## src/rtl/disp_scan_ctrl_pkg.sv

```systemverilog
// ============================================================================
// disp_scan_ctrl_pkg : shared types and constants for the 4-digit scan driver
// Rev 1.0 - initial release
// ============================================================================
`default_nettype none

package disp_scan_ctrl_pkg;

  localparam int unsigned NUM_DIGITS = 4;
  localparam int unsigned SEG_W      = 7;
  localparam int unsigned PAT_W      = NUM_DIGITS * SEG_W;

  localparam logic [SEG_W-1:0]      BLANK_SEG = 7'b1111111;
  localparam logic [NUM_DIGITS-1:0] BLANK_AN  = 4'b1111;

  typedef enum logic [1:0] {
    ST_IDLE  = 2'd0,
    ST_DRIVE = 2'd1,
    ST_GAP   = 2'd2
  } state_e;

  // Active-low anode word selecting a single digit.
  function automatic logic [NUM_DIGITS-1:0] an_onehot(input logic [1:0] idx);
    an_onehot = ~(4'b0001 << idx);
  endfunction

endpackage

`default_nettype wire

```

## src/rtl/disp_scan_ctrl_m4_1x7.sv

```systemverilog
// ============================================================================
// m4_1x7 : combinational 4:1 selector of 7-bit segment patterns
// Rev 1.0 - initial release
// ============================================================================
`default_nettype none

module m4_1x7
  import disp_scan_ctrl_pkg::*;
(
  input  logic [1:0]  sel_i,
  input  logic [27:0] pat_i,
  output logic [6:0]  y_o
);

  always_comb begin
    y_o = BLANK_SEG;
    case (sel_i)
      2'd0:    y_o = pat_i[0*SEG_W +: SEG_W];
      2'd1:    y_o = pat_i[1*SEG_W +: SEG_W];
      2'd2:    y_o = pat_i[2*SEG_W +: SEG_W];
      2'd3:    y_o = pat_i[3*SEG_W +: SEG_W];
      default: y_o = BLANK_SEG;
    endcase
  end

endmodule

`default_nettype wire

```

## src/rtl/disp_scan_ctrl.sv

```systemverilog
// ============================================================================
// disp_scan_ctrl : multiplexed 4-digit 7-segment scanner with shadow buffer
// Rev 1.0 - initial release
// ============================================================================
`default_nettype none

module disp_scan_ctrl
  import disp_scan_ctrl_pkg::*;
#(
  parameter int unsigned DIV = 16,
  parameter int unsigned GAP = 2
) (
  input  logic        clk,
  input  logic        rst,
  input  logic        en,
  input  logic        load,
  input  logic [27:0] pat_in,
  input  logic [3:0]  digit_mask,
  output logic [6:0]  seg,
  output logic [3:0]  an,
  output logic        frame_tick,
  output logic        upd_done
);

  localparam logic [15:0] DIV_LAST = 16'(DIV - 1);
  localparam logic [15:0] GAP_LAST = (GAP == 0) ? 16'd0 : 16'(GAP - 1);

  state_e                  state_q, state_d;
  logic [1:0]              idx_q, idx_d;
  logic [15:0]             cnt_q, cnt_d;
  logic [PAT_W-1:0]        shadow_q, shadow_d;
  logic [PAT_W-1:0]        active_q, active_d;
  logic                    pending_q, pending_d;
  logic [NUM_DIGITS-1:0]   an_q, an_d;
  logic [SEG_W-1:0]        seg_q, seg_d;
  logic                    frame_tick_q, upd_done_q;

  logic                    slot_end;
  logic                    entry;
  logic                    frame_end;
  logic                    xfer;
  logic [SEG_W-1:0]        sel_pat;

  m4_1x7 u_sel (
    .sel_i (idx_q),
    .pat_i (active_q),
    .y_o   (sel_pat)
  );

  // Sequencing: slot_end marks the last cycle of a digit's slot.
  always_comb begin
    state_d  = state_q;
    idx_d    = idx_q;
    cnt_d    = cnt_q;
    slot_end = 1'b0;
    entry    = 1'b0;
    if (!en) begin
      state_d = ST_IDLE;
      idx_d   = 2'd0;
      cnt_d   = 16'd0;
    end else begin
      case (state_q)
        ST_IDLE: begin
          state_d = ST_DRIVE;
          idx_d   = 2'd0;
          cnt_d   = 16'd0;
          entry   = 1'b1;
        end
        ST_DRIVE: begin
          if (cnt_q == DIV_LAST) begin
            cnt_d = 16'd0;
            if (GAP == 0) begin
              idx_d    = idx_q + 2'd1;
              slot_end = 1'b1;
            end else begin
              state_d = ST_GAP;
            end
          end else begin
            cnt_d = cnt_q + 16'd1;
          end
        end
        ST_GAP: begin
          if (cnt_q == GAP_LAST) begin
            state_d  = ST_DRIVE;
            cnt_d    = 16'd0;
            idx_d    = idx_q + 2'd1;
            slot_end = 1'b1;
          end else begin
            cnt_d = cnt_q + 16'd1;
          end
        end
        default: begin
          state_d = ST_IDLE;
          idx_d   = 2'd0;
          cnt_d   = 16'd0;
        end
      endcase
    end
  end

  assign frame_end = slot_end && (idx_q == 2'd3);
  assign xfer      = (frame_end || entry) && pending_q;

  // Transfer reads the old shadow; a coincident load re-arms pending.
  always_comb begin
    shadow_d  = shadow_q;
    active_d  = active_q;
    pending_d = pending_q;
    if (xfer) begin
      active_d  = shadow_q;
      pending_d = 1'b0;
    end
    if (load) begin
      shadow_d  = pat_in;
      pending_d = 1'b1;
    end
  end

  always_comb begin
    an_d  = BLANK_AN;
    seg_d = BLANK_SEG;
    if (en && (state_q == ST_DRIVE)) begin
      seg_d = ~sel_pat;
      if (digit_mask[idx_q]) begin
        an_d = an_onehot(idx_q);
      end
    end
  end

  always_ff @(posedge clk) begin
    if (rst) begin
      state_q      <= ST_IDLE;
      idx_q        <= 2'd0;
      cnt_q        <= 16'd0;
      shadow_q     <= '0;
      active_q     <= '0;
      pending_q    <= 1'b0;
      an_q         <= BLANK_AN;
      seg_q        <= BLANK_SEG;
      frame_tick_q <= 1'b0;
      upd_done_q   <= 1'b0;
    end else begin
      state_q      <= state_d;
      idx_q        <= idx_d;
      cnt_q        <= cnt_d;
      shadow_q     <= shadow_d;
      active_q     <= active_d;
      pending_q    <= pending_d;
      an_q         <= an_d;
      seg_q        <= seg_d;
      frame_tick_q <= frame_end;
      upd_done_q   <= xfer;
    end
  end

  assign an         = an_q;
  assign seg        = seg_q;
  assign frame_tick = frame_tick_q;
  assign upd_done   = upd_done_q;

endmodule

`default_nettype wire

```

## config.mk

```make
export PLATFORM = sky130hd
export DESIGN_NAME = disp_scan_ctrl
export DESIGN_NICKNAME = d
export VERILOG_FILES = /design/src/rtl/disp_scan_ctrl_pkg.sv /design/src/rtl/disp_scan_ctrl_m4_1x7.sv /design/src/rtl/disp_scan_ctrl.sv
export SDC_FILE = /design/constraint.sdc
export NUM_CORES = 1
export LEC_CHECK = 0
export ABC_CLOCK_PERIOD_IN_PS = 2200
export CORE_MARGIN = 5
export CORE_UTILIZATION = 38
export DETAILED_ROUTE_END_ITERATION = 10
export PLACE_DENSITY_LB_ADDON = 0.15
export SKIP_CTS_REPAIR_TIMING = 1
export SLEW_MARGIN = 30
export SYNTH_ARGS = -nofsm -noshare
export SYNTH_HDL_FRONTEND = slang
export SYNTH_SLANG_ARGS = --single-unit
```

## constraint.sdc

```tcl
create_clock -name clk -period 2.2 [get_ports clk]
set_input_delay 0.22 -clock clk [delete_from_list [all_inputs] [get_ports clk]]
set_output_delay 0.22 -clock clk [all_outputs]
set_load 0.01 [all_outputs]
```

## Word level (Yosys, flattened, before mapping)

Index checks and enable logic that the tools add are counted.

| cells by class | value |
|---|---|
| $add $sub $neg | 2 |
| multipliers | 0 |
| divide/modulo/power cells | 0 |
| $lt $le $gt $ge | 1 |
| equality and inequality tests | 9 |
| shift operators | 1 |
| muxes and demuxes | 18 |
| bitwise operators | 6 |
| reductions and logical operators | 12 |

Operators with widths:

| kind | count |
|---|---|
| $mux W16 | 2 |
| $pmux W16 S2 | 1 |
| $pmux W7 S4 | 1 |
| $add A16 B1 Y16 const B | 1 |
| $eq A16 B1 Y1 const B | 1 |
| $eq A16 B4 Y1 const B | 1 |
| $mux W1 | 8 |
| $not A7 Y7 | 1 |
| $eq A2 B2 Y1 const B | 3 |
| $mux W2 | 3 |
| $pmux W2 S3 | 1 |
| $eq A2 B1 Y1 const B | 2 |
| $logic_not A2 Y1 | 2 |
| $ne A2 B2 Y1 const B | 2 |
| $not A1 Y1 | 4 |
| $not A4 Y4 | 1 |
| $pmux W2 S2 | 1 |
| $reduce_and A2 Y1 | 2 |
| $reduce_or A2 Y1 | 2 |
| $shl A1 B2 Y4 const A | 1 |
| $logic_and A1 B1 Y1 | 3 |
| $lt A2 B3 Y1 const B | 1 |
| $reduce_or A3 Y1 | 1 |
| $add A2 B1 Y2 const B | 1 |
| 3 further kinds | 3 |

| word-level totals | value |
|---|---|
| bits in registers | 90 |
| latch bits | 0 |
| memory bits (writable) | 0 |
| ROM bits | 0 |
| input bits | 36 |
| output and inout bits | 13 |
| word-level logic and storage cells | 59 |
| memories kept | 0 |

## Longest topological paths before layout

Gate-level depths: netlist (run 1).

| depth | value |
|---|---|
| word-level depth | 9 |
| gate-level depth with buffers | 8 |
| mapped depth without buffers | 6 |

## Cells and area by module

From an unflattened synthesis (run 1), not the netlist that was laid out.

| second synthesis, totals | value |
|---|---|
| cell total of the unflattened synthesis | 381 |
| area, all modules | 3908.7 sq um |

By module, submodules not included:

| module | instances | cells each | area each (sq um) | seq. area each (sq um) |
|---|---|---|---|---|
| disp_scan_ctrl | 1 | 372 | 3736.1 | 1801.7 |
| m4_1x7 | 1 | 9 | 172.7 | 0.0 |

## Worst setup path before layout (run 1)

Ideal clock, no wire load.

| timing path | value |
|---|---|
| path type | register -> register |
| from | register cnt_q[4] |
| to | register active_q[10] |
| library setup time | 72 ps |
| arrival | 1905 ps |
| required time | 2128 ps |
| slack | 223 ps |
| cell stages (with the launch flop) | 7 |
| buffers on the path | 2 |
| period minus slack after synthesis | 1977 ps |
| cells stage by stage | dfxtp_1 > or4_4 > or3_1 > o21ai_2 > buf_6 > buf_12 > mux2i_1 |

| on the way | value |
|---|---|
| word-level cells in the longest chain between the ends | 7 |

RTL lines:

| element | RTL line | source |
|---|---|---|
| start, declared | disp_scan_ctrl.sv:30 | `logic [15:0] cnt_q, cnt_d;` |
| start signal, assigned | disp_scan_ctrl.sv:145 | `cnt_q <= cnt_d;` |
| $eq A16 B1 Y1 | disp_scan_ctrl.sv:83 | `if (cnt_q == GAP_LAST) begin` |
| $mux W1 | disp_scan_ctrl.sv:83 |  |
| $mux W1 | disp_scan_ctrl.sv:62 | `case (state_q)` |
| $mux W1 | disp_scan_ctrl.sv:57 | `if (!en) begin` |
| $logic_and A1 B1 Y1 | disp_scan_ctrl.sv:101 | `assign frame_end = slot_end && (idx_q == 2'd3);` |
| $logic_or A1 B1 Y1 | disp_scan_ctrl.sv:102 | `assign xfer = (frame_end \|\| entry) && pending_q;` |
| $logic_and A1 B1 Y1 | disp_scan_ctrl.sv:102 |  |
| end signal, assigned | disp_scan_ctrl.sv:147 | `active_q <= active_d;` |
| end, declared | disp_scan_ctrl.sv:32 | `logic [PAT_W-1:0] active_q, active_d;` |

No other way between the ends.
A chain may end at the register's enable or synchronous reset.

## Worst setup path in the final report (run 1)

| timing path | value |
|---|---|
| from | register cnt_q[8] |
| to | register active_q[5] |

The elaborated chain is that of the path after synthesis.

==> results_dict.tcl, run 1 <==
set metrics [dict create \
    slew-limit-headroom_pct 64.80 \
    async_reset_ff_share_pct 0 \
    pre_cts_slack_ns 0.1013 \
    syn_nets 439 \
    syn_area_um2 3861 \
    start_util_pct 39.14 \
    path_cells "or4_1 > or3_1 > o21ai_4 > clkbuf_16 > mux2i_1" \
    cts_tree "done" \
    min_period_ns 2.107 \
    min_path_type "in -> reg" \
    dr_total_vias 2757 \
    grt_pass1_vias 2733 \
    timing.final.ws_setup_ns 0.09288 \
    tns_ns 0 \
    synth_largest_area_cell "dfxtp_1" \
    synth_seq_area_share_pct 46.66 \
    synth_ff_type "dfxtp_1" \
    drtAntennaViolNets 0 \
    dieHeight_um 110.8 \
    nets 483 \
    antenna_cells 0 \
    rsz0062_at_grt "no" \
    peakVddDrop_uv 261.8 \
    synth_top_area_share_pct 46.66 \
    worst-path-buf-inv 1 \
    max_stage_delay_ns 0.59 \
    cts_buffers 9 \
    wl_per_cell_um 13.63 \
    synthXorXnorAreaFrac_pct 2.495 \
    clock-skew-final_ns 0.01302 \
    fin_cells 573 \
    worstMarginPinSlew_ns 0.5232 \
    drt_first_pass_iters 4 \
    dp_cells 557 \
    critPathArrivalTime_ns 2.38 \
    clk_pin_slew_ns 0.09 \
    fin_util_pct 47.36 \
    setup_viol 0 \
    coreArea_um2 9864 \
    grt_pass1_wl_mm 13.41 \
    die_area_um2 12280 \
    ys_ff_latch 90 \
    grt-ovfl-total 0 \
    drive_above_1_share_pct 6.364 \
    synth_top_family_by_area "simple AND/OR/NAND/NOR gates" \
    gp_congestion 0.7235 \
    muxShareOfSynthArea_pct 15.36 \
    synth_commonest_cells "90 x dfxtp_1, 57 x mux2i_1, 57 x nand2b_1" \
    required_ns 2.48 \
    antenna_found_initial 0 \
    yosysMostFrequentCell "dfxtp_1" \
    leakagePower_nw 1.719 \
    numClockSinks 90 \
    min_period_over_period_pct 95.78 \
    io_buffers 48 \
    grt_max_degree 62 \
    drc 0 \
    fillers 924 \
    p_per_area_nw_per_um2 647.4 \
    max_freq_ghz 0.4746 \
    hold_viol 0 \
    crit_slowest_cell "or4_1" \
    cp_max_fo 14 \
    io_pins 49 \
    syn_avg_cell_area_um2 9.850 \
    critPathKind "reg -> reg" \
    wl_mm 7.809 \
    synthCells 392 \
    synthAdderAreaFrac_pct 3.564 \
    outcome "completed" \
    initialDrtViolationCount 186 \
    rows 36 \
    yosysWarnings 0 \
    synth.area.top_cells "dfxtp_1 47%, mux2i_1 15%, nand2b_1 9.2%" \
    critPathLaunchType "flip-flop" \
    timing.hold.ws_ns 0.2995 \
    via_per_inst 4.812 \
    crit_path_end_kind "flip-flop" \
    slew_violations 0 \
    yosysUniqueCellTypes 36 \
    h-tree-depth 3 \
    cts_root_buffer "clkbuf_8" \
    dp_hpwl_mm 5.271 \
    crit_family "simple AND/OR/NAND/NOR gates" \
    grtUsageTotal_pct 13.16 \
    clock_latency_ns 0.35 \
    synth-edff-count 0 \
    synth_compound_area_share_pct 6.027 \
    drv_cap 0 \
    clock_path_buffers 2 \
    synth-simple-area-share_pct 21.97 \
    area_delta_synth_final_pct 21.00 \
    die_x_um 110.8 \
]
-- stage by stage --
step,instance area (um^2),total power [mW]
3_3_place_gp,4462,1.964
4_1_cts,4647,3.055
6_report,4672,3.024
3_5_place_dp,4462,1.967
2_1_floorplan,3861,1.874
5_1_grt,4672,3.153
-- cell type report --
type,count,area (um^2),share of cell area [%]
Inverter,8,30.03,0.6427
Tap cell,133,166.4,3.562
Sequential cell,90,1802,38.56
Timing Repair Buffer,56,573.1,12.27
Multi-Input combinational cell,271,1916,41.00
Clock inverter,3,40.04,0.8570
Clock buffer,12,145.1,3.107
-- power by group --
group	internal, mW	switching [mW]	total [mW]
Sequential	1.67	0.0232	1.69
Clock	0.548	0.544	1.09
Combinational	0.137	0.101	0.238
-- routing by layer --
metal,share of wire [%],track usage [%]
met5,0,0
met4,1.5,5.419
met3,4.4,3.111
met1,52,18.87
met2,42,18.89
-- cells in the final DEF (no fill, tap or decap), types with 9 or more instances in the layout --
| cell type | n |
|---|---|
| nand3_1 | 9 |
| mux2i_1 | 57 |
| clkdlybuf4s50_1 | 46 |
| xor2_1 | 9 |
| nand2_1 | 22 |
| dfxtp_1 | 90 |
| o21ai_0 | 13 |
| clkbuf_8 | 10 |
| nand2b_1 | 57 |
| ha_1 | 11 |
| nor2_1 | 43 |
-- cells by family after synthesis --
kind of cell    Yosys count
buf+inv                  31
xor+xnor                 11
compound gates           32
fa+ha+maj                11
flops                    90
simple gates            159
mux                      58
-- flip-flops by register name, summed over array words and instances, names as in the netlist --
| name | cells |
|---|---|
| idx_q | 2 |
| active_q | 28 |
| pending_q | 1 |
| state_q | 2 |
| frame_tick | 1 |
| upd_done | 1 |
| cnt_q | 16 |
| an | 4 |
| shadow_q | 28 |
| seg | 7 |
-- worst paths after layout --
check,cells after the start,start,slack [ns],to
worst max-delay path,5,cnt_q[8],0.09,active_q[5]
worst max register to register,5,cnt_q[8],0.09,active_q[5]
worst min-delay path,2,rst,0.30,shadow_q[6]
worst min register to register,2,shadow_q[24],0.47,active_q[24]
(Power assumes the default switching activity.)
==> run 2, diff against run 1 <==
ABC_CLOCK_PERIOD_IN_PS = 2100   (was 2200)
clock period = 2.1 ns   (was 2.2 ns; I/O delays follow)
==> run 2 against run 1 <==
Compared with the run above:
- register-to-register slack got worse by 0.06 ns
- critical path depth stayed put
- final area up 4.7%
- cell count increased by 2.8%
- combinational power is 8% higher
- setup slack worse by 0.058 ns
- sequential power is 5% higher
- clock-buffer cell count fell by 1
- die area did not move
- clock power rose by 19%
- highest routed layer unchanged
==> results_dict.tcl, run 2 (synthesized netlist as in run 1, its figures left out) <==
set metrics [dict create \
    outcome "completed" \
    gp_congestion 0.7596 \
    whs_path_depth 3 \
    io_pins 49 \
    reg2reg_from "cnt_q[9]" \
    antenna_found_initial 0 \
    grt-ovfl-total 0 \
    start_util_pct 39.14 \
    cp_max_fo 8 \
    drc 0 \
    min_path_type "in -> reg" \
    max_freq_ghz 0.4842 \
    final_common_cell "dfxtp_1" \
    critPathLaunchType "flip-flop" \
    fin_util_pct 49.58 \
    min_period_over_period_pct 98.34 \
    drt-met1-wl_mm 4.121 \
    drt_first_pass_iters 6 \
    min_from "rst" \
    worst-path-buf-inv 1 \
    grt_pass1_wl_mm 14.06 \
    cts_buffers 9 \
    met3_length_um 329 \
    h-tree-depth 3 \
    rows 36 \
    reg2reg_to "cnt_q[2]" \
    crit_family "compound AO/OA/AOI/OAI gates" \
    area_delta_synth_final_pct 26.67 \
    worstMarginPinSlew_ns 0.6190 \
    setup_viol 0 \
    cts_root_buffer "clkbuf_8" \
    p_per_area_nw_per_um2 680.8 \
    dr_total_vias 2879 \
    clk_pin_slew_ns 0.09 \
    wl_mm 8.278 \
    drv_cap 0 \
    via_per_inst 4.888 \
    clock-skew-final_ns 0.006173 \
    clock_path_buffers 2 \
    crit_path_end_kind "flip-flop" \
    clock_latency_ns 0.35 \
    coreArea_um2 9864 \
    grt_pass1_vias 2881 \
    initialDrtViolationCount 197 \
    critPathArrivalTime_ns 2.32 \
    max_stage_delay_ns 0.55 \
    crit_slowest_cell "or4_4" \
    ff2ff_setup_slack_ns 0.03 \
    io_buffers 48 \
    met2_length_mm 3.644 \
    dieHeight_um 110.8 \
    numClockSinks 90 \
    leakagePower_nw 1.829 \
    wl_per_cell_um 14.05 \
    die_x_um 110.8 \
    required_ns 2.35 \
    peakVddDrop_uv 255.3 \
    drtAntennaViolNets 0 \
    antenna_cells 0 \
    slew_violations 0 \
    drive_above_1_share_pct 12.28 \
    nets 498 \
    top_regs "active_q x28, shadow_q x28, cnt_q x16" \
    die_area_um2 12280 \
    grt_max_degree 88 \
    timing.hold.ws_ns 0.2637 \
    slew-limit-headroom_pct 58.35 \
    reg2reg_depth 5 \
    holdPathEnd "idx_q[0]" \
    critPathKind "reg -> reg" \
    path_cells "or4_4 > o41a_1 > o2111ai_4 > clkbuf_16 > nor2_1" \
    cts_tree "done" \
    rsz0062_at_grt "yes" \
    tns_ns 0 \
    dr.max_layer_used "met4" \
    dp_hpwl_mm 5.481 \
    min_period_ns 2.065 \
    grtUsageTotal_pct 13.82 \
    final_cell_mix "87 x dfxtp_1, 57 x nand2b_1, 56 x mux2i_1" \
    hold_viol 0 \
]
run 2: cell types whose count changed in the layout (fill, tap and decap cells not counted), moves of 3 or more:
cell / change
or4_4: +3
dfxtp_1: -3
or4_1: -3
buf_4: +13
dfxtp_2: +3
run 2: worst max-delay path by stage:
stage | startpoint | to | depth (start not counted)
floorplan | cnt_q[4] | active_q[10] | 6
global placement | cnt_q[9] | active_q[11] | 5
detailed placement | cnt_q[9] | active_q[19] | 5
CTS | cnt_q[9] | active_q[8] | 5
global route | cnt_q[1] | cnt_q[8] | 7
finish | cnt_q[9] | cnt_q[2] | 5
run 2: where the power goes:
group	internal, mW	switching (mW)
registers	1.75	0.0257
logic	0.150	0.106
clock network	0.699	0.598
run 2: per-layer routing:
metal  track usage (%)  vias to the layer above
li1                  -                     1465
met1             19.38                     1352
met2             20.31                       49
met3             3.002                       13
met4             6.158                        0
met5                 0                        -
run 2: worst min-delay path: cells and delay by family:
kind / cells / cell delay, ns
AO/OA/AOI/OAI: 1 / 0.06
AND/OR/NAND/NOR: 1 / 0.18
buffers and inverters: 1 / 0.13
run 2: metrics by stage:
stage	power [mW]	setup WS, ns	area, um^2	cells
3_3_place_gp	2.064	0.1000	4542	566
6_report	3.330	0.03489	4891	589
4_1_cts	3.368	0.01917	4761	582
3_5_place_dp	2.067	0.04338	4542	566
5_1_grt	3.480	-0.01718	4891	589
2_1_floorplan	1.963	0.1234	3861	392
run 2: final cells by class:
type	count	area, um^2
tap	133	166.4
clock buffer	11	141.4
inverter	8	30.03
multi-input combinational	271	1954
sequential	90	1805
timing repair buffer	71	715.7
clock inverter	5	77.57
fill	929	4974
==> edit (settings of run 2) <==
Register the inputs `en`, `load`, `pat_in` and `digit_mask` before use, with the module's reset. The logic sees them one clock later.
--- a/src/rtl/disp_scan_ctrl.sv
+++ b/src/rtl/disp_scan_ctrl.sv
@@ -24,6 +24,25 @@
 
   localparam logic [15:0] DIV_LAST = 16'(DIV - 1);
   localparam logic [15:0] GAP_LAST = (GAP == 0) ? 16'd0 : 16'(GAP - 1);
+
+  logic en_q;
+  logic load_q;
+  logic [27:0] pat_q;
+  logic [3:0] digit_mask_q;
+
+  always_ff @(posedge clk) begin
+    if (rst) begin
+      en_q         <= '0;
+      load_q       <= '0;
+      pat_q        <= '0;
+      digit_mask_q <= '0;
+    end else begin
+      en_q         <= en;
+      load_q       <= load;
+      pat_q        <= pat_in;
+      digit_mask_q <= digit_mask;
+    end
+  end
 
   state_e                  state_q, state_d;
   logic [1:0]              idx_q, idx_d;
@@ -54,7 +73,7 @@
     cnt_d    = cnt_q;
     slot_end = 1'b0;
     entry    = 1'b0;
-    if (!en) begin
+    if (!en_q) begin
       state_d = ST_IDLE;
       idx_d   = 2'd0;
       cnt_d   = 16'd0;
@@ -110,8 +129,8 @@
       active_d  = shadow_q;
       pending_d = 1'b0;
     end
-    if (load) begin
-      shadow_d  = pat_in;
+    if (load_q) begin
+      shadow_d  = pat_q;
       pending_d = 1'b1;
     end
   end
@@ -119,9 +138,9 @@
   always_comb begin
     an_d  = BLANK_AN;
     seg_d = BLANK_SEG;
-    if (en && (state_q == ST_DRIVE)) begin
+    if (en_q && (state_q == ST_DRIVE)) begin
       seg_d = ~sel_pat;
-      if (digit_mask[idx_q]) begin
+      if (digit_mask_q[idx_q]) begin
         an_d = an_onehot(idx_q);
       end
     end
Formal check against the unedited RTL: not equivalent (a bounded check fails within 4 cycles, from zero or initial values and one cycle with rst high).
==> edit against run 2 <==
Worst setup slack better by 0.17 ns. Power up 73%. Global-route usage shrank 0.58 points. Synthesized cell count rose by 19%. Maximum frequency is 9.0% higher. Largest cell class is now sequential cells. First-iteration DRC count decreased by 4.6%. Wire length up 7.1%. Final area increased by 25%. Sequential cell count up 34. Critical path type unchanged. Area after synthesis rose by 25%. Count of clock-buffer cells in the layout up 11.
==> edit: results (changes against run 2) <==
| Metric | Value |
|---|---|
| Detail Placement HPWL | 5930 um (+8.2%) |
| CTS max path bufs | 2 (unchanged) |
| Fin nets | 559 (+12%) |
| Number of global-route vias before repair | 3179 (+10%) |
| CTS buffer count | 17 (+8) |
| Clock Pin Slew Worst Setup and Hold Paths | 0.05 ns (-0.04 ns) |
| Yosys cell types | 39 (+8.3%) |
| Critical Path AT | 2.23 ns (-0.09 ns) |
| Post-synthesis sequential area ratio | 51.3% (+4.7 points) |
| Worst Clk Skew | 0.00600 ns (-0.000172 ns) |
| Layout cells sized above 1 | 9.52% (-2.8 points) |
| Least-Margin Pin Slew | 0.500 ns (-0.119 ns) |
| Drt first pass iters | 5 (-1) |
| GRT Resource Usage Total | 13.2% (-0.58 points) |
| Maximum VDD drop | 0.507 mV (+99%) |
| Maximum fanout along the worst path | 29 (+21) |
| Outcome | finished clean |
| DR iter-0 viols | 188 (-4.6%) |
| Syn Nets | 514 (+17%) |
| P_leak | 2.35 nW (+28%) |
| Largest net degree at the start of global routing | 117 (+33%) |
| Biggest regs | active_q (28), pat_q (28), shadow_q (28) |
| Wirelength per Cell | 12.7 um (-9.5%) |
| Commonest cells post-synth | 124 x dfxtp_1, 57 x mux2i_1, 57 x nand2b_1 |
| Fillers | 1197 (+29%) |
| Vias | 3235 (+12%) |
| RePlAce Congestion | 0.739 (-2.7%) |
| Clock root cell | clkbuf_16 |
| H-tree levels | 4 (+1) |
| Clock Latency Late Sink | 0.41 ns (+0.06 ns) |
| First-pass GRT wire length | 15400 um (+9.2%) |
| Synth area leaders | dfxtp_1 51%, mux2i_1 12%, nand2b_1 7.4% |
| Pwr Density | 943 nW/um^2 (+39%) |
==> edit: kinds of logic (layout without fill, tap and decap cells) <==
logic type,after synthesis,in the layout,share of synthesized area (%)
adders and majority gates,11,11,2.85
AOI/OAI and AO/OA,34,34,5.46
and+or+nand+nor,194,194,22.6
xor gates and xnor gates,10,10,1.81
muxes,58,58,12.3
DFF,124,124,51.3
buffers and inverters,36,94,3.62
==> edit: worst paths after layout <==
check        startpoint              end  slack (ns)  depth (start not counted)
min                 rst  digit_mask_q[3]        0.10                          2
min reg2reg   pat_q[21]     shadow_q[21]        0.46                          2
max reg2reg    idx_q[0]      active_q[3]        0.21                          6
max            idx_q[0]      active_q[3]        0.21                          6
==> edit: per-layer routing <==
metal | up-vias | part of all wire [%] | GRT usage (%)
met2 | 63 | 46 | 20.1
met5 | - | 0 | 0
met1 | 1488 | 47 | 16.8
li1 | 1670 | - | -
met3 | 14 | 5.1 | 4.38
met4 | 0 | 1.9 | 6.72
==> edit: critical path, cell delays in order (launching register included) <==
cell and delay, ns:
dfxtp_1 0.37, ha_1 0.35, and3_1 0.22, and3_1 0.22, a31oi_4 0.19, buf_12 0.24, mux2i_1 0.21
==> edit: power by group <==
part | internal (mW) | switching (mW)
registers | 2.41 | 0.0221
clock network | 2.11 | 0.993
logic | 0.133 | 0.0890
total | 4.65 | 1.10
==> edit: layout make-up <==
class / count / share of cell area [%]
Timing Repair Buffer: 54 / 8.94
Clock inverter: 10 / 2.64
Sequential cell: 124 / 40.7
Clock buffer: 22 / 7.93
Tap cell: 172 / 3.53
Inverter: 8 / 0.492
Multi-Input combinational cell: 307 / 35.8
==> edit: per-stage QoR <==
stage	worst slack, ns	std cells	area, um^2
6_report	0.206	697	6100
5_1_grt	0.0554	697	6100
4_1_cts	0.214	697	6100
3_5_place_dp	0.224	665	5460
3_3_place_gp	0.307	665	5460
2_1_floorplan	0.267	467	4830
